## config.mk

```make
export PLATFORM = sky130hd
export DESIGN_NAME = alarm_set
export DESIGN_NICKNAME = d
export VERILOG_FILES = /design/src/rtl/alarm_set.sv
export SDC_FILE = /design/constraint.sdc
export NUM_CORES = 1
export LEC_CHECK = 0
export BUFFER_PORTS_ARGS = -buffer_cell sky130_fd_sc_hd__buf_2
export CORE_UTILIZATION = 30
export CTS_BUF_LIST = sky130_fd_sc_hd__clkbuf_16
export DETAILED_ROUTE_END_ITERATION = 10
export PLACE_DENSITY_LB_ADDON = 0.3
export SYNTH_ARGS = -nofsm -noshare
export SYNTH_HDL_FRONTEND = slang
export SYNTH_SLANG_ARGS = --single-unit
```

## constraint.sdc

```tcl
create_clock -name _1kHzIN -period 2.5 [get_ports _1kHzIN]
set_clock_uncertainty 0.2 [all_clocks]
set_input_delay 0.125 -clock _1kHzIN [delete_from_list [all_inputs] [get_ports _1kHzIN]]
set_output_delay 0.125 -clock _1kHzIN [all_outputs]
set_load 0.01 [all_outputs]
```

## src/rtl/alarm_set.sv

```systemverilog
// Alarm time setting block: debounced Mode/Up/Bell keys drive a small set-mode
// FSM that edits a packed-BCD alarm hour/minute, with auto-repeat and timeout.
module alarm_set #(
  parameter int DEB_MS  = 20,
  parameter int HOLD_MS = 1000,
  parameter int RPT_MS  = 250,
  parameter int TMO_MS  = 10000
) (
  input  logic       _1kHzIN,
  input  logic       nCR,
  input  logic       ModeKey,
  input  logic       UpKey,
  input  logic       BellKey,
  output logic [7:0] Set_Hr,
  output logic [7:0] Set_Min,
  output logic [1:0] SetActive,
  output logic       BellEn
);
  // state   | meaning
  // IDLE    | alarm time displayed, Up key ignored
  // SET_HR  | Up key increments hour 00..23
  // SET_MIN | Up key increments minute 00..59
  localparam logic [1:0] ST_IDLE = 2'b00;
  localparam logic [1:0] ST_HR   = 2'b01;
  localparam logic [1:0] ST_MIN  = 2'b10;

  localparam int DW = $clog2(DEB_MS + 1);
  localparam int RW = $clog2(HOLD_MS + 1);
  localparam int TW = $clog2(TMO_MS + 1);
  localparam logic [DW-1:0] DB_LAST  = DW'(DEB_MS - 1);
  localparam logic [RW-1:0] RPT_HOLD = RW'(HOLD_MS);
  localparam logic [RW-1:0] RPT_LOAD = RW'(HOLD_MS - RPT_MS + 1);
  localparam logic [TW-1:0] TMO_LAST = TW'(TMO_MS - 1);

  // nCR asserts asynchronously, releases two edges later
  logic [1:0] rst_sync_q;
  logic       rst_n;

  always_ff @(posedge _1kHzIN or negedge nCR) begin
    if (!nCR) rst_sync_q <= 2'b00;
    else      rst_sync_q <= {rst_sync_q[0], 1'b1};
  end
  assign rst_n = rst_sync_q[1];

  // key index: 0 Mode, 1 Up, 2 Bell
  logic [2:0]    keys_raw;
  logic [2:0]    sync1_q, sync2_q;
  logic [2:0]    deb_q, deb_d, deb_dly_q;
  logic [DW-1:0] db_cnt_q [3];
  logic [DW-1:0] db_cnt_d [3];
  logic [2:0]    press;

  assign keys_raw = {BellKey, UpKey, ModeKey};

  always_comb begin
    for (int k = 0; k < 3; k++) begin
      db_cnt_d[k] = '0;
      deb_d[k]    = deb_q[k];
      if (sync2_q[k] != deb_q[k]) begin
        if (db_cnt_q[k] == DB_LAST) deb_d[k]    = sync2_q[k];
        else                        db_cnt_d[k] = db_cnt_q[k] + DW'(1);
      end
    end
  end

  always_ff @(posedge _1kHzIN or negedge rst_n) begin
    if (!rst_n) begin
      sync1_q   <= '0;
      sync2_q   <= '0;
      deb_q     <= '0;
      deb_dly_q <= '0;
      for (int k = 0; k < 3; k++) db_cnt_q[k] <= '0;
    end else begin
      sync1_q   <= keys_raw;
      sync2_q   <= sync1_q;
      deb_q     <= deb_d;
      deb_dly_q <= deb_q;
      for (int k = 0; k < 3; k++) db_cnt_q[k] <= db_cnt_d[k];
    end
  end

  assign press = deb_q & ~deb_dly_q;

  // Up auto-repeat: count cycles since the press event, reload after each repeat
  logic [RW-1:0] rpt_cnt_q, rpt_cnt_d;
  logic          rpt_pulse;

  assign rpt_pulse = deb_q[1] && (rpt_cnt_q == RPT_HOLD);

  always_comb begin
    rpt_cnt_d = '0;
    if (deb_q[1]) rpt_cnt_d = rpt_pulse ? RPT_LOAD : rpt_cnt_q + RW'(1);
  end

  always_ff @(posedge _1kHzIN or negedge rst_n) begin
    if (!rst_n) rpt_cnt_q <= '0;
    else        rpt_cnt_q <= rpt_cnt_d;
  end

  logic          mode_ev, up_ev, bell_ev, any_ev, tmo_hit;
  logic [1:0]    state_q, state_d;
  logic [7:0]    hr_q, hr_d, min_q, min_d, hr_inc, min_inc;
  logic          bell_q, bell_d;
  logic [TW-1:0] tmo_q, tmo_d;

  assign mode_ev = press[0];
  assign up_ev   = press[1] | rpt_pulse;
  assign bell_ev = press[2];
  assign any_ev  = mode_ev | up_ev | bell_ev;
  assign tmo_hit = (state_q != ST_IDLE) && (tmo_q == TMO_LAST) && !any_ev;

  always_comb begin
    if (hr_q == 8'h23)          hr_inc = 8'h00;
    else if (hr_q[3:0] == 4'd9) hr_inc = {hr_q[7:4] + 4'd1, 4'd0};
    else                        hr_inc = {hr_q[7:4], hr_q[3:0] + 4'd1};

    if (min_q[3:0] != 4'd9)     min_inc = {min_q[7:4], min_q[3:0] + 4'd1};
    else if (min_q[7:4] == 4'd5) min_inc = 8'h00;
    else                        min_inc = {min_q[7:4] + 4'd1, 4'd0};
  end

  always_comb begin
    state_d = state_q;
    hr_d    = hr_q;
    min_d   = min_q;
    bell_d  = bell_ev ? ~bell_q : bell_q;
    tmo_d   = (state_q == ST_IDLE || any_ev) ? '0 : tmo_q + TW'(1);

    if (mode_ev) begin
      case (state_q)
        ST_IDLE: state_d = ST_HR;
        ST_HR:   state_d = ST_MIN;
        default: state_d = ST_IDLE;
      endcase
    end else if (tmo_hit || state_q == 2'b11) begin
      state_d = ST_IDLE;
    end else if (up_ev) begin
      if (state_q == ST_HR)  hr_d  = hr_inc;
      if (state_q == ST_MIN) min_d = min_inc;
    end
  end

  always_ff @(posedge _1kHzIN or negedge rst_n) begin
    if (!rst_n) begin
      state_q <= ST_IDLE;
      hr_q    <= 8'h00;
      min_q   <= 8'h00;
      bell_q  <= 1'b1;
      tmo_q   <= '0;
    end else begin
      state_q <= state_d;
      hr_q    <= hr_d;
      min_q   <= min_d;
      bell_q  <= bell_d;
      tmo_q   <= tmo_d;
    end
  end

  assign Set_Hr    = hr_q;
  assign Set_Min   = min_q;
  assign SetActive = state_q;
  assign BellEn    = bell_q;

endmodule

```

== After elaboration in Yosys (flattened, before gate mapping) ==
Cells that the tools add are included.

* $add $sub $neg: 9
* Eq/ne operators: 15
* Mux-type cells: 16
* Bitwise operators: 9
* Reduce and logical (&&, ||, !) cells: 17

{| class="wikitable"
|+ Operators by type and width
! operator !! number
|-
| 5-bit 2-to-1 mux || 6
|-
| 8-bit 2-to-1 mux || 3
|-
| 10-bit 2-to-1 mux || 2
|-
| 4-bit by 1-bit adder with 4-bit output (second input constant) || 4
|-
| 5-bit by 1-bit adder with 5-bit output (second input constant) || 3
|-
| 5-bit == test (second input constant) || 3
|-
| 14-bit by 1-bit adder with 14-bit output (second input constant) || 1
|-
| 14-bit == test (second input constant) || 1
|-
| 14-bit 2-to-1 mux || 1
|-
| 10-bit by 1-bit adder with 10-bit output (second input constant) || 1
|-
| 10-bit == test (second input constant) || 1
|-
| 5-bit AND reduction || 2
|-
| 8-bit by 6-bit == test with 1-bit output (second input constant) || 1
|-
| 4-bit AND reduction || 2
|-
| 2-bit AND reduction || 3
|-
| 2-bit nonzero test || 3
|-
| 2-bit == test (second input constant) || 2
|-
| 4-bit by 3-bit == test with 1-bit output (second input constant) || 1
|-
| 4-bit == test (second input constant) || 1
|-
| 2-bit 2-to-1 mux || 2
|-
| 4-bit 2-to-1 mux || 1
|-
| 4-bit inequality test (second input constant) || 1
|-
| 1-bit NOT || 4
|-
| 2-bit case mux with 2 select lines || 1
|-
| 9 further kinds || 16
|}

* Register bits after elaboration: 72
* Bits of input ports: 5
* Output and inout bits: 19
* Logic and storage cells: 84

== Longest topological paths before layout ==
* Word-level depth: 10
* Mapped depth: 7
* Mapped depth without buffers: 6

== Worst setup path after synthesis ==
OpenSTA, ideal clock, no wires.

* Path kind: register -> register
* Start: register rpt_cnt_q[0]
* End: register min_q[5], in the netlist Set_Min[5]
* Setup time: 0.125 ns
* Data arrival time: 1.692 ns
* Required time: 2.175 ns
* Slack: 0.483 ns
* Stages on the path, launching flop included: 7
* Buffers on the path: 0
* Period minus slack after synthesis: 2.017 ns
* Cell sequence: dfrtp_1 > inv_1 > ha_1 > nand2_1 > o31a_1 > or3_4 > mux2_4

* Cells in the longest elaborated chain, start to end: 10

{| class="wikitable"
|+ RTL lines
! item !! line !! RTL
|-
| start: declaration || 85 || <nowiki>logic [RW-1:0] rpt_cnt_q, rpt_cnt_d;</nowiki>
|-
| start signal: assignment || 97 || <nowiki>else rpt_cnt_q <= rpt_cnt_d;</nowiki>
|-
| 10-bit == test * || 88 || <nowiki>assign rpt_pulse = deb_q[1] && (rpt_cnt_q == RPT_HOLD);</nowiki>
|-
| 1-bit logical AND * || 88 ||
|-
| 1-bit bitwise OR * || 107 || <nowiki>assign up_ev = press[1] | rpt_pulse;</nowiki>
|-
| 1-bit bitwise OR (2 in series) || 109 || <nowiki>assign any_ev = mode_ev | up_ev | bell_ev;</nowiki>
|-
| 1-bit zero test || 110 || <nowiki>assign tmo_hit = (state_q != ST_IDLE) && (tmo_q == TMO_LAST) && !any_ev;</nowiki>
|-
| 1-bit logical AND || 110 ||
|-
| 1-bit logical OR || 135 || <nowiki>end else if (tmo_hit || state_q == 2'b11) begin</nowiki>
|-
| 1-bit NOT (no line) || -- ||
|-
| 5-bit AND reduction (no line) * || -- ||
|-
| end signal: assignment || 153 || <nowiki>min_q <= min_d;</nowiki>
|-
| end: declaration || 102 || <nowiki>logic [7:0] hr_q, hr_d, min_q, min_d, hr_inc, min_inc;</nowiki>
|}

Mark *: on every way between the ends. The rest lies on a longest branch, timed or not.
A chain may end at the register's enable or synchronous reset.

== Worst setup path in the final report ==
* Start: register rpt_cnt_q[2]
* End: register tmo_q[4]

* Cells in the longest elaborated chain, start to end: 7

{| class="wikitable"
|+ RTL lines
! item !! line !! RTL
|-
| 10-bit == test || 88 ||
|-
| 1-bit logical AND || 88 ||
|-
| 1-bit bitwise OR || 107 ||
|-
| 1-bit bitwise OR (2 in series) || 109 ||
|-
| 1-bit logical OR || 127 || <nowiki>tmo_d = (state_q == ST_IDLE || any_ev) ? '0 : tmo_q + TW'(1);</nowiki>
|-
| 14-bit 2-to-1 mux || 127 ||
|-
| via tmo_d[4] || 104 || <nowiki>logic [TW-1:0] tmo_q, tmo_d;</nowiki>
|-
| end signal: assignment || 155 || <nowiki>tmo_q <= tmo_d;</nowiki>
|-
| end: declaration || 104 ||
|}

The timed path passes the listed nets, and every way through them passes these cells.

==> flow_metrics.env <==
export IMPL_outcome="completed"
export IMPL_std_cell_rows=37
export IMPL_cp_end_kind="flop"
export IMPL_grt_start_max_net_pins=33
export IMPL_fin_tns_setup_ns=0
export IMPL_worstPathArrival_ns=2.12
export IMPL_place_area_sq_mm=0.003608
export IMPL_synth_ff_type="dfrtp_1"
export IMPL_dieWidth_um=106.7
export IMPL_stdcell_area_sq_mm=0.003904
export IMPL_most_common_layout_cells="dfrtp_1 (70), nor2_1 (34), buf_2 (23)"
export IMPL_met3WireLength_um=217
export IMPL_fin_crit_sh_pct=85.28
export IMPL_drtAntennaViolNets=0
export IMPL_seqCellArea_sq_mm=0.001804
export IMPL_cp_cell_sequence="nand4bb_1 -> o31a_1 -> buf_4 -> nand2b_1 -> nor2_1"
export IMPL_start_util_pct=31.43
export IMPL_synthCells=307
export IMPL_wl_per_cell_um=12.68
export IMPL_clk_latency_ns=0.33
export IMPL_nNetsFinal=363
export IMPL_drc=0
export IMPL_grt_first_pass_wirelength_mm=10.53
export IMPL_final_cells=487
export IMPL_firstDrtPassIters=4
export IMPL_antennaDiodeCount=0
export IMPL_relSlewSlack_pct=51.53
export IMPL_cpMaxStageDelayCell="dfrtp_1"
export IMPL_tightest_slew_ns=0.7270
export IMPL_multi_input_area_sq_mm=0.001420
export IMPL_antenna_found_initial=0
export IMPL_finalWeightedCongestion=0.7376
export IMPL_wl_met2_mm=2.753
export IMPL_nFillCells=1098
export IMPL_first_global_vias=2216
export IMPL_dp_cells=468
export IMPL_crit_path_start_kind="flop"
export IMPL_drt_wl_total_mm=6.175
export IMPL_rr_worst_depth=5
export IMPL_root_buffer="clkbuf_16"
export IMPL_route_top_layer_used="met4"
export IMPL_die_y_um=106.7
export IMPL_ys_seq_area_share_pct=54.83
export IMPL_synthesis_area_sq_mm=0.003288
export IMPL_r2r_start="rpt_cnt_q[2]"
export IMPL_final_util_pct=37.31
export IMPL_period_needed_ns=2.132
export IMPL_path_buf_inv=1
export IMPL_met1_length_mm=3.097
export IMPL_worstPathMaxFanout=14
export IMPL_ys_types=46
export IMPL_slew_violations=0
export IMPL_rrSetupSlack_ns=0.37
export IMPL_drv_cap=0
export IMPL_synth_fp_nets=322
export IMPL_ir_worst_vdd_mv=0.2337
export IMPL_clk_pin_slew_ns=0.05
export IMPL_cp_required_ns=2.48
export IMPL_path_delay_family="simple AND/OR/NAND/NOR gates"
export IMPL_area_delta_synth_final_pct=18.72
export IMPL_io_pins=24
export IMPL_overflow=0
export IMPL_cts_buffers=9
export IMPL_cts_setup_buffers=0
export IMPL_dp_hpwl_mm=4.234
export IMPL_synth_edf_count=0
export IMPL_port_buffers=23
export IMPL_whs_ns=0.1305
export IMPL_dr_total_vias=2308
export IMPL_cts_tree="yes"
export IMPL_fmax_mhz=469.0
export IMPL_drive_above_1_share_pct=14.81
export IMPL_finalHoldViolCount=0
export IMPL_yosys_warnings=0
export IMPL_critPathKind="flop to flop"
export IMPL_p_per_area_mw_per_mm2=603.6
export IMPL_globalRouteTotalUtil_pct=12.06
export IMPL_final_common_cell="dfrtp_1"
export IMPL_clock_sinks=72
export IMPL_h_tree_depth=3
export IMPL_reg2reg_to="tmo_q[4]"
export IMPL_ctsLongestPathBuffers=2
export IMPL_avgSynthCellArea_sq_um=10.71
export IMPL_core_area_sq_mm=0.01046
export IMPL_die_area_sq_mm=0.01138
export IMPL_synth_seq_cells=72
export IMPL_vias_per_cell=4.739
export IMPL_rsz0062_at_grt="no"
export IMPL_cp_slowest_stage_delay_ns=0.42
export IMPL_async_flop_share_pct=100.0
export IMPL_final_setup_viol_count=0
export IMPL_leakage_nw=1.677
export IMPL_hold_path_class="flop to asynchronous set/reset pin"
export IMPL_dr_first_iter_drc_count=102
-- logic make-up (layout without fill, tap and decap cells) --
group | Yosys count | in the layout | share of synthesized area, %
adders and majority gates | 10 | 10 | 3.805
AOI/OAI and AO/OA | 41 | 41 | 8.181
xor gates and xnor gates | 29 | 29 | 7.725
DFF | 72 | 72 | 54.83
muxes | 7 | 7 | 2.511
buffers and inverters | 17 | 61 | 1.978
and+or+nand+nor | 130 | 130 | 20.85
other | 1 | 1 | 0.1140
-- routing by layer --
| metal | vias to the layer above | GRT usage (%) |
|---|---|---|
| met1 | 1111 | 16.37 |
| li1 | 1154 | - |
| met5 | - | 0 |
| met4 | 0 | 6.360 |
| met3 | 9 | 3.283 |
| met2 | 34 | 17.47 |
-- how the worst max path moves through the flow --
stage,startpoint,end,depth (start not counted)
floorplan,rst_sync_q[1],SetActive[0],0
global route,rpt_cnt_q[0],tmo_q[10],7
detailed placement,rpt_cnt_q[2],tmo_q[6],5
global placement,rpt_cnt_q[0],tmo_q[4],7
CTS,rpt_cnt_q[2],tmo_q[10],5
finish,rpt_cnt_q[2],tmo_q[4],5
-- state kept, by name (all words and copies together) (netlist names), 8 cells and up --
signal     count
Set_Hr         8
db_cnt_q      15
rpt_cnt_q     10
Set_Min        8
tmo_q         14
-- layout make-up --
| cell class | count | area share, % |
|---|---|---|
| timing repair buffer | 32 | 5.321 |
| tap | 136 | 4.359 |
| inverter | 15 | 1.442 |
| multi-input combinational | 218 | 36.38 |
| clock inverter | 5 | 0.5128 |
| clock buffer | 9 | 5.769 |
| sequential | 72 | 46.22 |
-- repair_timing --
| item | in CTS | in global routing |
|---|---|---|
| resized for setup | 0 | 0 |
| hold endpoints to repair | 5 | 0 |
| hold buffers | 5 | 0 |
-- Yosys cell counts, drive strengths merged (2+ instances only) --
| library cell | instances | area share, % |
|---|---|---|
| nor3b | 3 | 0.68 |
| ha | 10 | 3.8 |
| nand2 | 22 | 2.5 |
| or3 | 4 | 0.91 |
| o31ai | 5 | 1.3 |
| nand4bb | 2 | 0.68 |
| nor4b | 3 | 0.80 |
| dfrtp | 71 | 54 |
| mux2 | 7 | 2.5 |
| nor2b | 6 | 1.1 |
| a22oi | 3 | 0.68 |
| nand3 | 14 | 2.1 |
| o21ai | 18 | 2.7 |
| xor2 | 9 | 2.4 |
| nand2b | 11 | 2.1 |
| a21oi | 3 | 0.46 |
| o22ai | 3 | 0.57 |
| nor3 | 12 | 1.8 |
| xnor2 | 20 | 5.3 |
| or2 | 2 | 0.38 |
| inv | 15 | 1.7 |
| o41ai | 2 | 0.53 |
| and4 | 2 | 0.53 |
| nor2 | 34 | 3.9 |
| nor4 | 3 | 0.57 |
| nand4 | 7 | 1.5 |
-- power breakdown --
| group | internal, W | total, W | switching [W] |
|---|---|---|---|
| Combinational | 0.0000276 | 0.0000554 | 0.0000278 |
| Sequential | 0.00118 | 0.00121 | 0.0000216 |
| Clock | 0.000643 | 0.00109 | 0.000452 |
-- through the flow --
step	setup WS (ns)	power (W)
after floorplan	0.1482	0.001255
after global placement	0.3987	0.001277
final	0.3680	0.002356
after global routing	0.2000	0.002455
after detailed placement	0.3549	0.001279
after CTS	0.3390	0.002396
(Power assumes the default switching activity.)
